<file path="config.mk">
export PLATFORM = sky130hd
export DESIGN_NAME = div_unit
export DESIGN_NICKNAME = d
export VERILOG_FILES = /design/src/rtl/div_unit.sv
export SDC_FILE = /design/constraint.sdc
export NUM_CORES = 1
export LEC_CHECK = 0
export BUFFER_PORTS_ARGS = -buffer_cell sky130_fd_sc_hd__buf_2
export CAP_MARGIN = 20
export CORE_MARGIN = 1
export CORE_UTILIZATION = 48
export DETAILED_ROUTE_END_ITERATION = 7
export PLACE_DENSITY_LB_ADDON = 0.05
export SLEW_MARGIN = 10
export SYNTH_ARGS = -nofsm -noshare
export SYNTH_HDL_FRONTEND = slang
export SYNTH_SLANG_ARGS = --single-unit
</file>
<file path="constraint.sdc">
create_clock -name clk -period 4.1 [get_ports clk]
set_input_delay 1.23 -clock clk [delete_from_list [all_inputs] [get_ports clk]]
set_output_delay 1.23 -clock clk [all_outputs]
set_load 0.05 [all_outputs]
</file>
<file path="src/rtl/div_unit.sv">
// div_unit -- iterative 32-bit integer divider (DIV / DIVU).
//
// Radix-2 restoring divide on operand magnitudes. One quotient bit is produced
// per cycle, MSB first, over 32 CALC cycles. The results are then sign-corrected
// and registered in DONE.
//
// Ports:
//   clk        rising-edge clock
//   resetn     synchronous active-low reset
//   div_start  request; accepted in IDLE when div_cancel=0
//   div_signed 1 = signed divide, 0 = unsigned (sampled at acceptance)
//   div_opr1   dividend (sampled at acceptance)
//   div_opr2   divisor  (sampled at acceptance)
//   div_cancel flush; returns to IDLE and discards any operation
//   div_ready  high in IDLE
//   div_done   one-cycle pulse in DONE; div_quo/div_rem valid
//   div_quo    quotient (held until the next DONE)
//   div_rem    remainder (held until the next DONE)
//
// Optional feature macro: DIV_ZERO_FAST_EN
//   When defined, a zero divisor skips CALC. The unit goes straight to DONE
//   with quo=all-ones and rem=dividend, and no sign correction is applied.

module div_unit (
  input  logic        clk,
  input  logic        resetn,
  input  logic        div_start,
  input  logic        div_signed,
  input  logic [31:0] div_opr1,
  input  logic [31:0] div_opr2,
  input  logic        div_cancel,
  output logic        div_ready,
  output logic        div_done,
  output logic [31:0] div_quo,
  output logic [31:0] div_rem
);

  localparam logic [1:0] S_IDLE = 2'd0;
  localparam logic [1:0] S_CALC = 2'd1;
  localparam logic [1:0] S_DONE = 2'd2;

  logic [1:0]  state_q, state_d;
  logic [4:0]  cnt_q,   cnt_d;
  logic [31:0] acc_q,   acc_d;    // partial remainder
  logic [31:0] qsh_q,   qsh_d;    // dividend shifts out of the top, quotient shifts in
  logic [31:0] dvsr_q,  dvsr_d;   // divisor magnitude
  logic        sgn_q,   sgn_d;
  logic        s1_q,    s1_d;     // dividend sign
  logic        s2_q,    s2_d;     // divisor sign
  logic [31:0] quo_q,   quo_d;
  logic [31:0] rem_q,   rem_d;

  logic [32:0] trial;
  logic        qbit;
  logic [31:0] acc_nxt, qsh_nxt, mag1, mag2;

  always_comb begin
    // The partial remainder always stays below the divisor. So the shifted
    // value is below 2*divisor, and bit 32 of the 33-bit difference is a true borrow.
    trial   = {acc_q, qsh_q[31]} - {1'b0, dvsr_q};
    qbit    = ~trial[32];
    acc_nxt = qbit ? trial[31:0] : {acc_q[30:0], qsh_q[31]};
    qsh_nxt = {qsh_q[30:0], qbit};

    mag1 = (div_signed && div_opr1[31]) ? -div_opr1 : div_opr1;
    mag2 = (div_signed && div_opr2[31]) ? -div_opr2 : div_opr2;

    state_d = state_q;
    cnt_d   = cnt_q;
    acc_d   = acc_q;
    qsh_d   = qsh_q;
    dvsr_d  = dvsr_q;
    sgn_d   = sgn_q;
    s1_d    = s1_q;
    s2_d    = s2_q;
    quo_d   = quo_q;
    rem_d   = rem_q;

    case (state_q)
      S_IDLE: begin
        if (div_start) begin
          state_d = S_CALC;
          cnt_d   = 5'd0;
          acc_d   = 32'd0;
          qsh_d   = mag1;
          dvsr_d  = mag2;
          sgn_d   = div_signed;
          s1_d    = div_signed & div_opr1[31];
          s2_d    = div_signed & div_opr2[31];
`ifdef DIV_ZERO_FAST_EN
          if (div_opr2 == 32'd0) begin
            state_d = S_DONE;
            quo_d   = 32'hFFFF_FFFF;
            rem_d   = div_opr1;
          end
`endif
        end
      end
      S_CALC: begin
        acc_d = acc_nxt;
        qsh_d = qsh_nxt;
        cnt_d = cnt_q + 5'd1;
        if (cnt_q == 5'd31) begin
          state_d = S_DONE;
          quo_d   = (sgn_q && (s1_q ^ s2_q)) ? -qsh_nxt : qsh_nxt;
          rem_d   = (sgn_q && s1_q) ? -acc_nxt : acc_nxt;
        end
      end
      S_DONE:  state_d = S_IDLE;
      default: state_d = S_IDLE;
    endcase

    // A flush beats both acceptance and the final CALC step. The result
    // registers keep whatever they held before.
    if (div_cancel) begin
      state_d = S_IDLE;
      cnt_d   = 5'd0;
      quo_d   = quo_q;
      rem_d   = rem_q;
    end
  end

  always_ff @(posedge clk) begin
    if (!resetn) begin
      state_q <= S_IDLE;
      cnt_q   <= 5'd0;
      acc_q   <= 32'd0;
      qsh_q   <= 32'd0;
      dvsr_q  <= 32'd0;
      sgn_q   <= 1'b0;
      s1_q    <= 1'b0;
      s2_q    <= 1'b0;
      quo_q   <= 32'd0;
      rem_q   <= 32'd0;
    end else begin
      state_q <= state_d;
      cnt_q   <= cnt_d;
      acc_q   <= acc_d;
      qsh_q   <= qsh_d;
      dvsr_q  <= dvsr_d;
      sgn_q   <= sgn_d;
      s1_q    <= s1_d;
      s2_q    <= s2_d;
      quo_q   <= quo_d;
      rem_q   <= rem_d;
    end
  end

  assign div_ready = (state_q == S_IDLE);
  assign div_done  = (state_q == S_DONE);
  assign div_quo   = quo_q;
  assign div_rem   = rem_q;

endmodule

</file>
==> flow_metrics.py <==
metrics = {
    "setup_path": {
        "endpoint_kind": "register",
        "critPathLaunchType": "register",
        "crit_family": "compound AO/OA/AOI/OAI gates",
        "cpPeakStageDelay_ps": 520,
        "crit_type": "reg -> reg",
        "required_ps": 4480,
        "crit_fanout": 6,
        "cp.arrival_ps": 4350,
        "worstPathCellList": "ha_1 > o211a_1 > a21boi_1 > o21ai_0 > a21oi_1 > o22ai_1 > nor4_1 > a32o_1 > nand3_4 > or4_1 > a31oi_1",
        "cp_num_buf_inv": 0,
        "slowest_stage": "or4_1",
    },
    "yosys": {
        "yosysSeqAreaShare_pct": 28.97,
        "synthArstFlopShare_pct": 0,
        "synth_cell_types": 81,
        "yosys.area_share.simple_pct": 22.81,
        "synth_fp_nets": 1692,
        "synth_flop_cell": "dfxtp_1",
        "synth-xor-area-share_pct": 8.648,
        "synth_top_family_by_area": "compound AO/OA/AOI/OAI gates",
        "ys_ff_latch": 170,
        "syn_area_per_cell_um2": 7.416,
        "syn_inst": 1584,
        "yosys_warnings": 0,
        "synth_edf_count": 0,
        "synth_area_mm2": 0.01175,
        "synth_mux_area_share_pct": 2.354,
        "synthAdderAreaFrac_pct": 4.218,
        "synth_compound_area_share_pct": 27.76,
    },
    "detailed_routing": {
        "ant_nets": 0,
        "vias": 12273,
        "drc": 0,
        "via_per_inst": 5.961,
        "finalWirelength_um": 39010,
        "drt-initial-drc-count": 1231,
        "routedWlPerCell_um": 18.95,
        "first_pass_iters": 5,
    },
    "clocking": {
        "htree_num_levels": 4,
        "clockRootBuffer": "clkbuf_16",
        "clkSinkCount": 170,
        "clkTransAtPathRegs_ps": 80,
        "postCtsHoldBufs": 0,
        "cts_made_buffers": 17,
        "clk_path_buf_depth": 2,
        "cts_tree": "yes",
        "insertion_delay_ps": 450,
    },
    "placement": {
        "pre_cts_ws_ps": -59.05,
        "io_buffers": 134,
        "place_area_mm2": 0.01318,
        "gp_congestion": 0.9707,
        "dp_cells": 2023,
        "dp_hpwl_um": 29880,
    },
    "die": {
        "die_h_um": 158.4,
        "dieArea_mm2": 0.02510,
        "rows": 56,
        "num_io_pins": 135,
        "core_mm2": 0.02375,
        "initial_core_util_pct": 49.46,
        "die_w_um": 158.4,
    },
    "cells_and_area": {
        "nets": 1835,
        "final_area_mm2": 0.01402,
        "fin_util_pct": 59.01,
        "drive_gt1_share_pct": 18.39,
        "diodes": 0,
        "layoutNonFillerInstCount": 2059,
        "areaGrowthSynthToFinish_pct": 19.32,
    },
    "power": {
        "irDropWorstVdd_mv": 0.2303,
        "p_per_area_mw_per_mm2": 315.8,
        "power.leakage_nw": 5.613,
        "finalPower_mw": 4.426,
    },
    "global_routing": {
        "grt_pass1_vias": 10739,
        "gr-usage-all-layers_pct": 31.19,
        "grt_overflow": 0,
        "grt_start_max_net_pins": 95,
        "grt_pass1_wl_um": 59820,
        "antenna_found_initial": 0,
    },
    "sta": {
        "setup_viol": 0,
        "finalHoldViolCount": 0,
        "slew_viol_final": 0,
        "setup_ws_ps": 125.5,
        "fin_crit_sh_pct": 96.94,
        "tightest_slew_ps": 910.8,
        "rsz0062_at_grt": "yes",
        "max_slew_margin_pct": 39.13,
        "fin_crit_ps": 3975,
        "clock.fmax_mhz": 251.6,
        "fin_skew_ps": 15.20,
    },
    "run_status": {
        "outcome": "finished, final reports clean",
    },
    "flow_run": {
        "max-cap-violations": 0,
    },
    "min_path": {
        "min_path_type": "reg -> reg",
    },
}
[synth_stat cells (all sizes together) (10+ instances only)]
| library cell | number | share of area (%) |
|---|---|---|
| nor4 | 17 | 1.0 |
| nand3 | 43 | 1.9 |
| o211ai | 12 | 0.81 |
| or4 | 15 | 0.96 |
| and2 | 10 | 0.53 |
| nor2 | 202 | 6.5 |
| nor3 | 37 | 1.6 |
| nand4 | 14 | 0.80 |
| a21oi | 152 | 6.5 |
| o21ai | 94 | 4.0 |
| xor2 | 79 | 5.9 |
| dfxtp | 170 | 29 |
| o41ai | 14 | 1.0 |
| a211oi | 62 | 4.0 |
| and3 | 14 | 0.75 |
| ha | 38 | 4.0 |
| a31oi | 42 | 2.2 |
| inv | 61 | 1.9 |
| or3 | 27 | 1.5 |
| nand2 | 153 | 4.9 |
| a22oi | 32 | 2.0 |
| o31ai | 21 | 1.5 |
| mux2i | 22 | 1.9 |
| clkbuf | 84 | 2.7 |
| xnor2 | 37 | 2.8 |
| buf | 14 | 0.56 |
[layout make-up]
class	count	area [µm²]
fill	2243	9736
multi-input combinational	1254	7965
sequential	170	3405
timing repair buffer	222	1369
clock buffer	17	425.4
tap	319	399.1
inverter	62	235.2
clock inverter	15	219.0
[placed cells by master (no fill, tap or decap), types with 14 or more instances in the layout]
cell,n
a31oi_1,42
nor4_1,15
clkbuf_16,17
buf_2,134
nand2_1,149
xnor2_1,37
o31ai_1,20
or4_1,15
nor3_1,36
mux2i_1,21
a211oi_1,59
o21ai_0,85
inv_1,60
xor2_1,78
ha_1,31
buf_4,85
or3_1,26
dfxtp_1,169
a22oi_1,31
nand3_1,42
and3_1,14
nor2_1,200
a21oi_1,145
[registers in the layout (all words and copies together), names as in the netlist]
signal   cells
div_quo     32
s2_q         1
div_rem     32
s1_q         1
dvsr_q      32
sgn_q        1
cnt_q        5
state_q      2
acc_q       32
qsh_q       32
[routing by layer]
| layer | share of wire [%] | wire [µm] | vias to the layer above | track usage [%] |
|---|---|---|---|---|
| met2 | 43 | 16910 | 450 | 46.99 |
| met5 | 0 | 0 | - | 0 |
| met1 | 47 | 18480 | 5718 | 45.41 |
| met4 | 1.9 | 734 | 0 | 8.608 |
| li1 | - | - | 6064 | - |
| met3 | 7.4 | 2880 | 41 | 5.063 |
[worst paths after layout]
| path | from | to | slack [ps] | cells after the start |
|---|---|---|---|---|
| worst min-delay path | div_rem[11]$_SDFFE_PN0P_ | div_rem[11]$_SDFFE_PN0P_ | 460 | 2 |
| worst min register to register | div_rem[11]$_SDFFE_PN0P_ | div_rem[11]$_SDFFE_PN0P_ | 460 | 2 |
| worst max-delay path | acc_q[3]$_SDFFE_PN0P_ | div_rem[25]$_SDFFE_PN0P_ | 130 | 11 |
| worst max register to register | acc_q[3]$_SDFFE_PN0P_ | div_rem[25]$_SDFFE_PN0P_ | 130 | 11 |
[where the power goes]
group	internal (mW)	switching, mW	total [mW]
sequential	1.70	0.0582	1.76
combinational	0.342	0.579	0.921
clock	0.899	0.845	1.74
total	2.94	1.48	4.43
[tightest hold or removal path, cell delays in order, from the launching register on]
cell and delay [ps]:
dfxtp_1 310, nand2_1 50, a21oi_1 50
[cell families (layout without fill, tap and decap cells)]
group,Yosys count,count (layout)
adders and majority gates,39,39
buffers and inverters,160,316
DFF,170,170
and+or+nand+nor,571,571
AOI/OAI and AO/OA,501,501
muxes,27,27
xor gates and xnor gates,116,116
[timing repair]
action	CTS	global route
gates resized for setup	0	32
setup buffers	0	4
setup endpoints to repair	0	20
[stage by stage]
stage	setup TNS, ps	hold WS [ps]
floorplan	0	436.3
global placement	-0.5236	440.6
detailed placement	-59.05	449.8
CTS	0	461.2
global route	-615.2	472.4
finish	0	456.7
Power figures use the tool's default switching activity.
